<file path="src/rtl/atm_light_pkg.sv">
// Shared definitions for the atmospheric light controller: controller state
// encoding, pixel sample width and a saturating ceiling helper.
package atm_light_pkg;

    localparam int PIX_W = 8;

    typedef enum logic [1:0] {
        IDLE    = 2'd0,
        SCAN    = 2'd1,
        PUBLISH = 2'd2
    } state_e;

    // Limit a sample to a ceiling value.
    function automatic logic [PIX_W-1:0] clamp_ceil(
        input logic [PIX_W-1:0] value,
        input logic [PIX_W-1:0] ceiling
    );
        logic [PIX_W-1:0] result;
        if (value > ceiling) begin
            result = ceiling;
        end else begin
            result = value;
        end
        return result;
    endfunction

endpackage

</file>
<file path="src/rtl/atm_light_max_tracker.sv">
// Running dark-channel maximum tracker. On each enabled sample whose
// dark-channel value is at least the current maximum, the maximum and the
// pixel's per-channel minima are captured (ties go to the later pixel, and
// the first pixel after a clear is always captured since the max is 0).
module atm_light_max_tracker
    import atm_light_pkg::*;
(
    input  logic             clk,
    input  logic             rst,
    input  logic             clear,
    input  logic             en,
    input  logic [PIX_W-1:0] min_all,
    input  logic [PIX_W-1:0] rmin,
    input  logic [PIX_W-1:0] gmin,
    input  logic [PIX_W-1:0] bmin,
    output logic [PIX_W-1:0] run_max,
    output logic [PIX_W-1:0] run_r,
    output logic [PIX_W-1:0] run_g,
    output logic [PIX_W-1:0] run_b
);

    logic [PIX_W-1:0] max_r;
    logic [PIX_W-1:0] ar_r;
    logic [PIX_W-1:0] ag_r;
    logic [PIX_W-1:0] ab_r;

    // Compare-and-capture of the brightest dark-channel pixel seen so far.
    always_ff @(posedge clk) begin
        if (rst) begin
            max_r <= {PIX_W{1'b0}};
            ar_r  <= {PIX_W{1'b0}};
            ag_r  <= {PIX_W{1'b0}};
            ab_r  <= {PIX_W{1'b0}};
        end else if (clear) begin
            max_r <= {PIX_W{1'b0}};
            ar_r  <= {PIX_W{1'b0}};
            ag_r  <= {PIX_W{1'b0}};
            ab_r  <= {PIX_W{1'b0}};
        end else if (en && (min_all >= max_r)) begin
            max_r <= min_all;
            ar_r  <= rmin;
            ag_r  <= gmin;
            ab_r  <= bmin;
        end else begin
            max_r <= max_r;
            ar_r  <= ar_r;
            ag_r  <= ag_r;
            ab_r  <= ab_r;
        end
    end

    assign run_max = max_r;
    assign run_r   = ar_r;
    assign run_g   = ag_r;
    assign run_b   = ab_r;

endmodule

</file>
<file path="src/rtl/atmospheric_light_controller.sv">
// Frame-level atmospheric light estimator. Scans IMG_W*IMG_H dark-channel
// samples, tracks the pixel with the largest dark-channel value and
// publishes its per-channel minima as the frame's atmospheric light.
// Optional build macro ATMLIGHT_CLAMP_EN: when defined, each published
// channel is limited to A_MAX; when undefined, values pass unmodified.
module atmospheric_light_controller
    import atm_light_pkg::*;
#(
    parameter int IMG_W = 256,
    parameter int IMG_H = 256,
    parameter int A_MAX = 240
) (
    input  logic             clk,
    input  logic             rst,
    input  logic             start,
    input  logic             pix_valid,
    output logic             pix_ready,
    input  logic [PIX_W-1:0] min_all,
    input  logic [PIX_W-1:0] rmin,
    input  logic [PIX_W-1:0] gmin,
    input  logic [PIX_W-1:0] bmin,
    output logic [PIX_W-1:0] Ar_global,
    output logic [PIX_W-1:0] Ag_global,
    output logic [PIX_W-1:0] Ab_global,
    output logic             a_valid,
    output logic             busy,
    output logic             done
);

    localparam int PIX_TOTAL = IMG_W * IMG_H;
    localparam int CNT_W     = $clog2(PIX_TOTAL + 1);
    localparam logic [CNT_W-1:0] LAST_IDX = CNT_W'(PIX_TOTAL - 1);

`ifdef ATMLIGHT_CLAMP_EN
    localparam bit CLAMP_ON = 1'b1;
`else
    localparam bit CLAMP_ON = 1'b0;
`endif

    // Without clamping the ceiling is full scale, which makes the limit an identity.
    localparam logic [PIX_W-1:0] PUB_CEIL = CLAMP_ON ? PIX_W'(A_MAX) : {PIX_W{1'b1}};

    state_e           state_r;
    state_e           state_s;
    logic             start_scan_s;
    logic             accept_s;
    logic [CNT_W-1:0] cnt_r;
    logic             pix_ready_r;
    logic             busy_r;
    logic             done_r;
    logic             a_valid_r;
    logic [PIX_W-1:0] ar_global_r;
    logic [PIX_W-1:0] ag_global_r;
    logic [PIX_W-1:0] ab_global_r;
    logic [PIX_W-1:0] run_max_s;
    logic [PIX_W-1:0] run_r_s;
    logic [PIX_W-1:0] run_g_s;
    logic [PIX_W-1:0] run_b_s;

    // pix_ready is a registered state decode, so acceptance never depends
    // combinationally on an output derived from inputs.
    assign accept_s = pix_valid && pix_ready_r;

    // Next-state decode; start is only honoured from IDLE.
    always_comb begin
        state_s      = state_r;
        start_scan_s = 1'b0;
        case (state_r)
            IDLE: begin
                if (start) begin
                    state_s      = SCAN;
                    start_scan_s = 1'b1;
                end else begin
                    state_s = IDLE;
                end
            end
            SCAN: begin
                if (accept_s && (cnt_r == LAST_IDX)) begin
                    state_s = PUBLISH;
                end else begin
                    state_s = SCAN;
                end
            end
            PUBLISH: begin
                state_s = IDLE;
            end
            default: begin
                state_s = IDLE;
            end
        endcase
    end

    // State register plus status flags registered from the next state.
    always_ff @(posedge clk) begin
        if (rst) begin
            state_r     <= IDLE;
            pix_ready_r <= 1'b0;
            busy_r      <= 1'b0;
            done_r      <= 1'b0;
        end else begin
            state_r     <= state_s;
            pix_ready_r <= (state_s == SCAN);
            busy_r      <= (state_s != IDLE);
            done_r      <= (state_s == PUBLISH);
        end
    end

    // Accepted-pixel counter, cleared when a scan begins.
    always_ff @(posedge clk) begin
        if (rst) begin
            cnt_r <= {CNT_W{1'b0}};
        end else if (start_scan_s) begin
            cnt_r <= {CNT_W{1'b0}};
        end else if (accept_s) begin
            cnt_r <= cnt_r + {{(CNT_W-1){1'b0}}, 1'b1};
        end else begin
            cnt_r <= cnt_r;
        end
    end

    atm_light_max_tracker u_tracker (
        .clk     (clk),
        .rst     (rst),
        .clear   (start_scan_s),
        .en      (accept_s),
        .min_all (min_all),
        .rmin    (rmin),
        .gmin    (gmin),
        .bmin    (bmin),
        .run_max (run_max_s),
        .run_r   (run_r_s),
        .run_g   (run_g_s),
        .run_b   (run_b_s)
    );

    // Publish registers: loaded once per frame, held through later scans.
    always_ff @(posedge clk) begin
        if (rst) begin
            ar_global_r <= {PIX_W{1'b0}};
            ag_global_r <= {PIX_W{1'b0}};
            ab_global_r <= {PIX_W{1'b0}};
            a_valid_r   <= 1'b0;
        end else if (state_r == PUBLISH) begin
            ar_global_r <= clamp_ceil(run_r_s, PUB_CEIL);
            ag_global_r <= clamp_ceil(run_g_s, PUB_CEIL);
            ab_global_r <= clamp_ceil(run_b_s, PUB_CEIL);
            a_valid_r   <= 1'b1;
        end else begin
            ar_global_r <= ar_global_r;
            ag_global_r <= ag_global_r;
            ab_global_r <= ab_global_r;
            a_valid_r   <= a_valid_r;
        end
    end

    assign pix_ready = pix_ready_r;
    assign busy      = busy_r;
    assign done      = done_r;
    assign a_valid   = a_valid_r;
    assign Ar_global = ar_global_r;
    assign Ag_global = ag_global_r;
    assign Ab_global = ab_global_r;

endmodule
</file>
<file path="config.mk">
export PLATFORM = sky130hd
export DESIGN_NAME = atmospheric_light_controller
export DESIGN_NICKNAME = d
export VERILOG_FILES = /design/src/rtl/atm_light_pkg.sv /design/src/rtl/atm_light_max_tracker.sv /design/src/rtl/atmospheric_light_controller.sv
export SDC_FILE = /design/constraint.sdc
export NUM_CORES = 1
export LEC_CHECK = 0
export ABC_AREA = 0
export BUFFER_PORTS_ARGS = -buffer_cell sky130_fd_sc_hd__buf_2
export CAP_MARGIN = 10
export CORE_UTILIZATION = 40
export CTS_BUF_LIST = sky130_fd_sc_hd__clkbuf_4 sky130_fd_sc_hd__clkbuf_8 sky130_fd_sc_hd__clkbuf_16
export DETAILED_ROUTE_END_ITERATION = 10
export GPL_TIMING_DRIVEN = 1
export PLACE_DENSITY_LB_ADDON = 0.3
export SYNTH_ARGS = -nofsm -noshare
export SYNTH_HDL_FRONTEND = slang
export SYNTH_SLANG_ARGS = --single-unit
</file>
<file path="constraint.sdc">
create_clock -name clk -period 3.65 [get_ports clk]
set_input_delay 0.365 -clock clk [delete_from_list [all_inputs] [get_ports clk]]
set_output_delay 0.365 -clock clk [all_outputs]
set_load 0.03 [all_outputs]
</file>
==> impl_metrics.yaml, run 1 <==
clock_tree:
  clock_latency_ns: 0.36
  cts_inserted_buffers: 9
  cts_tree: "done"
  clkTransAtPathRegs_ns: 0.09
  cts_buffer_depth: 2
  postCtsHoldBufs: 0
  cts-root-buf: "clkbuf_8"
  post-cts-setup-buffers: 0
  clock-sinks: 79
  h-tree-depth: 3
  ctsResizeCount: 0
global_routing:
  grt_usage: 0.173
  grt_max_degree: 33
  first_global_vias: 2654
  antenna_found_initial: 0
  grt_pass1_wl_um: 12300
  grt.overflow.total: 0
status:
  status: "complete, no violations"
hold_path:
  hp-class: "input port to flip-flop"
  min_from: "bmin[4]"
  min_path_cells: 3
critical_path:
  worstReg2RegStart: "u_tracker.run_max[2]"
  crit_path_end: "u_tracker.run_r[3]"
  crit_start: "u_tracker.run_max[2]"
  cp_slowest_stage_delay_ns: 0.88
  regToRegSetupSlack_ns: 1.32
  crit_family: "compound AO/OA/AOI/OAI gates"
  path_buf_inv: 1
  crit_slowest_cell: "a311o_2"
  path_max_fanout: 32
  critPathKind: "flip-flop to flip-flop"
  cp.depth: 7
  r2r_cells: 7
  arrival_ns: 2.61
  start_kind: "flip-flop"
  required_ns: 3.93
  worstPathCellList: "inv_1 -> ha_1 -> and3_1 -> o21ai_2 -> a311o_2 -> nand3_2 -> a21oi_2"
  rr_endpoint: "u_tracker.run_r[3]"
  crit_path_end_kind: "flip-flop"
placed_design:
  place_inst: 537
  place_congestion: 0.728
  dp_hpwl_um: 4960
  placed_cell_area_mm2: 0.00388
  port_buffers: 63
flow_run:
  max_cap_violations: 0
finish:
  final_cells: 553
  multiInputGateArea_mm2: 0.00177
  final_nets: 486
  antenna_cells: 0
  area_growth_pct: 14.2
  num-fill-cells: 863
  stdcell_area_mm2: 0.00408
  seq_area_mm2: 0.00158
  drive_gt1_frac: 0.357
logic_synthesis:
  ys_seq_elements: 79
  synth_area_mm2: 0.00358
  synth_cells: 389
  syn-num-nets: 435
  syn_avg_cell_area_um2: 9.19
  synth_cell_types: 37
  yosysSeqAreaShare: 0.442
  ys_warn_count: 0
timing:
  slew_headroom: 0.239
  worst_pin_slew_ns: 1.14
  setup_tns_ns: 0
  fin_crit_ns: 2.33
  hold_viol_final: 0
  rsz0062_at_grt: "no"
  skew_ns: 0.0152
  slew_violations: 0
  finalSetupViolCount: 0
  period_share: 0.638
  clock.fmax_ghz: 0.430
die:
  start_util: 0.412
  rows: 34
  dieArea_mm2: 0.00932
  die_w_um: 96.6
  ioPinCount: 64
  fp.dieH_um: 96.6
  core_mm2: 0.00868
route:
  drtAntennaViolNets: 0
  routed_wl_um: 7440
  routedWlPerCell_um: 13.4
  via_per_inst: 5.08
  vias: 2808
  firstDrtPassIters: 4
  drc: 0
  drt-initial-drc-count: 116
power:
  peakVddDrop_mv: 0.180
  p_leak_nw: 1.42
  p_per_area_mw_per_mm2: 406
power breakdown:
part           switching [W]  internal, W
combinational      0.0000764    0.0000437
sequential        0.00000889     0.000873
clock               0.000330     0.000327
total               0.000415      0.00124
sequential cells by signal, indices dropped and copies added, names as in the netlist:
name and count:
state_r 2, u_tracker.run_b 8, u_tracker.run_r 8, Ab_global 8, cnt_r 17, pix_ready 1, Ar_global 8, u_tracker.run_max 8
busy 1, a_valid 1, u_tracker.run_g 8, done 1, Ag_global 8
area by class of cell:
cell class / instances / area share
multi-input cells: 270 / 0.434
well taps: 108 / 0.0331
inverters: 13 / 0.0120
clock buffers: 10 / 0.0322
repair buffers: 67 / 0.0846
clock inverters: 6 / 0.0169
flip-flops and latches: 79 / 0.387
worst register-to-register path, stage by stage, from the launching register on:
cell,delay (ns)
dfxtp_1,0.35
inv_1,0.05
ha_1,0.29
and3_1,0.20
o21ai_2,0.17
a311o_2,0.88
nand3_2,0.17
a21oi_2,0.16
how the worst min path moves through the flow:
| stage | to | slack, ns |
|---|---|---|
| after detailed placement | Ag_global[7] | 0.44 |
| after global placement | Ar_global[2] | 0.44 |
| final | u_tracker.run_b[4] | 0.25 |
| after global routing | u_tracker.run_r[7] | 0.24 |
| after CTS | u_tracker.run_b[4] | 0.23 |
| after floorplan | Ag_global[7] | 0.43 |
per-layer routing:
layer  routed length (um)  global-route usage  vias to the layer above  share of wire
li1                     -                   -                     1435              -
met3                  322              0.0477                        9          0.043
met1                 3600               0.224                     1312           0.48
met2                 3410               0.279                       52           0.46
met5                    0                   0                        -              0
met4                   95              0.0576                        0          0.013
logic make-up (layout without fill, tap and decap cells):
| kind of cell | after synthesis | count (layout) | share of synthesized area |
|---|---|---|---|
| AO/OA/AOI/OAI | 100 | 100 | 0.189 |
| XOR/XNOR | 15 | 15 | 0.0367 |
| adder cells (fa/ha/maj) | 10 | 10 | 0.0350 |
| buffers and inverters | 40 | 96 | 0.0640 |
| flip-flops | 79 | 79 | 0.442 |
| AND/OR/NAND/NOR | 145 | 145 | 0.233 |
synth_stat cells:
library cell / number / area (um2)
a2111oi_0: 1 / 8.76
a2111oi_1: 1 / 10.0
a211oi_1: 1 / 7.51
a21o_1: 1 / 7.51
a21oi_1: 29 / 145
a21oi_2: 30 / 263
a311o_2: 1 / 11.3
a311oi_4: 1 / 26.3
and2_1: 2 / 12.5
and3_1: 4 / 25.0
buf_2: 9 / 45.0
buf_6: 9 / 101
clkbuf_1: 9 / 33.8
dfxtp_1: 79 / 1580
ha_1: 10 / 125
inv_1: 13 / 48.8
nand2_1: 61 / 229
nand2_2: 1 / 6.26
nand2b_1: 2 / 12.5
nand3_1: 4 / 20.0
nand3_2: 30 / 300
nand4_1: 5 / 31.3
nand4_2: 1 / 12.5
nand4_4: 1 / 21.3
nor2_1: 23 / 86.3
nor2b_1: 2 / 12.5
nor3_1: 5 / 25.0
nor3b_2: 1 / 12.5
nor4_1: 1 / 6.26
nor4_2: 1 / 12.5
o211ai_2: 1 / 12.5
o21ai_0: 2 / 10.0
o21ai_1: 28 / 140
o21ai_2: 4 / 35.0
or2_2: 1 / 6.26
xnor2_1: 8 / 70.1
xor2_1: 7 / 61.3
cell usage in the layout (no fill, tap or decap), types with 10 or more instances in the layout:
| cell | instances |
|---|---|
| ha_1 | 10 |
| nand3_2 | 30 |
| o21ai_1 | 28 |
| nor2_1 | 23 |
| dfxtp_1 | 79 |
| buf_2 | 63 |
| a21oi_2 | 30 |
| inv_1 | 13 |
| a21oi_1 | 29 |
| nand2_1 | 60 |
metrics by stage:
| step | setup WS (ns) | hold slack (ns) | util | total power [W] |
|---|---|---|---|---|
| after global routing | 1.09 | 0.237 | 0.470 | 0.00172 |
| after CTS | 1.32 | 0.233 | 0.470 | 0.00168 |
| final | 1.32 | 0.246 | 0.470 | 0.00166 |
| after detailed placement | 1.22 | 0.443 | 0.447 | 0.00102 |
| after global placement | 1.24 | 0.443 | 0.447 | 0.00102 |
| after floorplan | 1.69 | 0.432 | - | 0.000987 |
(Power assumes the default switching activity.)
==> inputs of run 2 (changes only) <==
- ABC_AREA: 0 -> 1
- clock period: 3.65 -> 2.3 ns (I/O delays scaled with it)
==> impl_metrics.yaml, run 2 <==
hold_path:
  min_from: "rst"
  hp-class: "input port to flip-flop"
  min_path_cells: 2
finish:
  antenna_cells: 0
  layout.cells.most_common: "nor2_1"
  multiInputGateArea_mm2: 0.00174
  regMostFlops: "cnt_r"
  num-fill-cells: 894
  final_cells: 657
  area_growth_pct: 14.3
  final_cell_mix: "nor2_1 (94), dfxtp_1 (79), inv_1 (63), buf_2 (63), nand2_1 (61)"
  seq_area_mm2: 0.00158
  drive_gt1_frac: 0.262
  final_nets: 590
  largest_reg_flops: 17
critical_path:
  start_kind: "flip-flop"
  crit_family: "simple AND/OR/NAND/NOR gates"
  worstReg2RegStart: "cnt_r[6]"
  r2r_cells: 9
  critPathKind: "flip-flop to flip-flop"
  required_ns: 2.55
  path_max_fanout: 4
  crit_start: "cnt_r[6]"
  regToRegSetupSlack_ns: 0.36
  crit_slowest_cell: "dfxtp_1"
  cp_slowest_stage_delay_ns: 0.40
  worstPathCellList: "nand2_2 -> nor3_2 -> nand2_2 -> nor4_1 -> ha_1 -> nand2_1 -> nand3_1 -> a21oi_1 -> or2_1"
  cp.depth: 9
  crit_path_end_kind: "flip-flop"
  path_buf_inv: 0
  arrival_ns: 2.19
  cp_common_cell: "nand2_2"
clock_tree:
  cts_tree: "done"
  h-tree-depth: 3
  clock-sinks: 79
  cts-root-buf: "clkbuf_8"
  clkTransAtPathRegs_ns: 0.09
  post-cts-setup-buffers: 0
  postCtsHoldBufs: 0
  ctsResizeCount: 0
  cts_buffer_depth: 2
  cts_inserted_buffers: 9
  clock_latency_ns: 0.35
logic_synthesis:
  ys_warn_count: 0
  netlist_top_cells_count: "nor2_1 (94), dfxtp_1 (79), inv_1 (63)"
  ys_seq_elements: 79
  synth_edf_count: 0
  syn_avg_cell_area_um2: 7.62
  synth_flop_cell: "dfxtp_1"
  yosysSeqAreaShare: 0.423
  synth_area_mm2: 0.00374
  yosys.area.top_type: "dfxtp_1"
  syn-num-nets: 536
  synth_top_area_share: 0.423
  synth_cell_types: 31
  synth_area_leaders: "dfxtp_1 (42%), nor2_1 (9.4%), nand3_2 (8.3%)"
  async_reset_ff_frac: 0
  synth_most_common_cell: "nor2_1"
  synth_cells: 490
placed_design:
  place_inst: 641
  port_buffers: 63
  dp_hpwl_um: 5140
  place_congestion: 0.733
global_routing:
  antenna_found_initial: 0
  grt_max_degree: 65
  grt.overflow.total: 0
  grt_pass1_wl_um: 13700
  first_global_vias: 3122
  grt_usage: 0.176
power:
  p_int_w: 0.00203
  peakVddDrop_mv: 0.259
  netSwitchingFraction: 0.264
  power_frac_seq: 0.510
  clockPowerShare: 0.385
  power_frac_comb: 0.105
  p_leak_nw: 1.90
  p_per_area_mw_per_mm2: 646
  p_sw_w: 0.000728
die:
  start_util: 0.420
  fp.dieH_um: 98.6
  ioPinCount: 64
  die_w_um: 98.6
  core_mm2: 0.00889
  dieArea_mm2: 0.00973
  rows: 34
timing:
  hold_viol_final: 0
  finalSetupViolCount: 0
  fin_crit_ns: 1.94
  setup_tns_ns: 0
  rsz0062_at_grt: "no"
  clock.fmax_ghz: 0.516
  worst_pin_slew_ns: 0.818
  period_share: 0.842
  slew_violations: 0
  skew_ns: 0.0134
  slew_headroom: 0.454
route:
  via_per_inst: 4.76
  drtAntennaViolNets: 0
  drt-initial-drc-count: 151
  routed_wl_um: 7820
  drc: 0
  routedWlPerCell_um: 11.9
  firstDrtPassIters: 4
  vias: 3126
status:
  status: "complete, no violations"
flow_run:
  max_cap_violations: 0
-- run 2: cell count changes after synthesis, moves of 5 or more --
cell,before,now
a21oi_1,29,46
a21oi_2,30,2
inv_1,13,63
inv_2,0,5
nand2_2,1,8
nand3_1,4,11
nor2_1,23,94
nor2_4,0,5
o21ai_0,2,27
o21ai_1,28,6
xnor2_1,8,0
xor2_1,7,1
-- run 2: power by group through the flow --
stage | registers (W) | logic (W) | clock network (W)
2_1_floorplan | 0.00144 | 0.000236 | 0
3_3_place_gp | 0.00144 | 0.000287 | 0
3_5_place_dp | 0.00144 | 0.000291 | 0
4_1_cts | 0.00141 | 0.000291 | 0.00109
5_1_grt | 0.00141 | 0.000328 | 0.00114
6_report | 0.00141 | 0.000290 | 0.00106
-- run 2: worst paths after layout --
kind,to
worst max-delay path,busy
worst min-delay path,pix_ready
worst max register to register,busy
worst min register to register,cnt_r[16]
-- run 2: stage by stage --
stage	area [um2]	power (W)	utilization	hold WS (ns)	setup slack (ns)
after floorplan	3740	0.00168	-	0.299	0.667
after CTS	4270	0.00279	0.480	0.134	0.358
after global placement	4060	0.00172	0.457	0.452	0.439
final	4270	0.00276	0.480	0.154	0.363
after detailed placement	4060	0.00173	0.457	0.466	0.372
after global routing	4270	0.00288	0.480	0.136	0.191
-- run 2: cell type report --
type | count | share of cell area
tap | 108 | 0.0317
clock buffer | 10 | 0.0322
timing repair buffer | 66 | 0.0821
sequential | 79 | 0.370
multi-input combinational | 319 | 0.407
inverter | 69 | 0.0610
clock inverter | 6 | 0.0158
-- run 2: cells by family after synthesis --
kind of cell | synth area share
xor+xnor | 0.00234
fa+ha+maj | 0.0335
flops | 0.423
compound gates | 0.113
simple gates | 0.316
buf+inv | 0.112
-- run 2: metal layers --
layer | track usage | up-vias | share of wire
li1 | - | 1646 | -
met1 | 0.213 | 1427 | 0.49
met2 | 0.299 | 45 | 0.46
met3 | 0.0411 | 8 | 0.038
met4 | 0.0758 | 0 | 0.011
met5 | 0 | - | 0
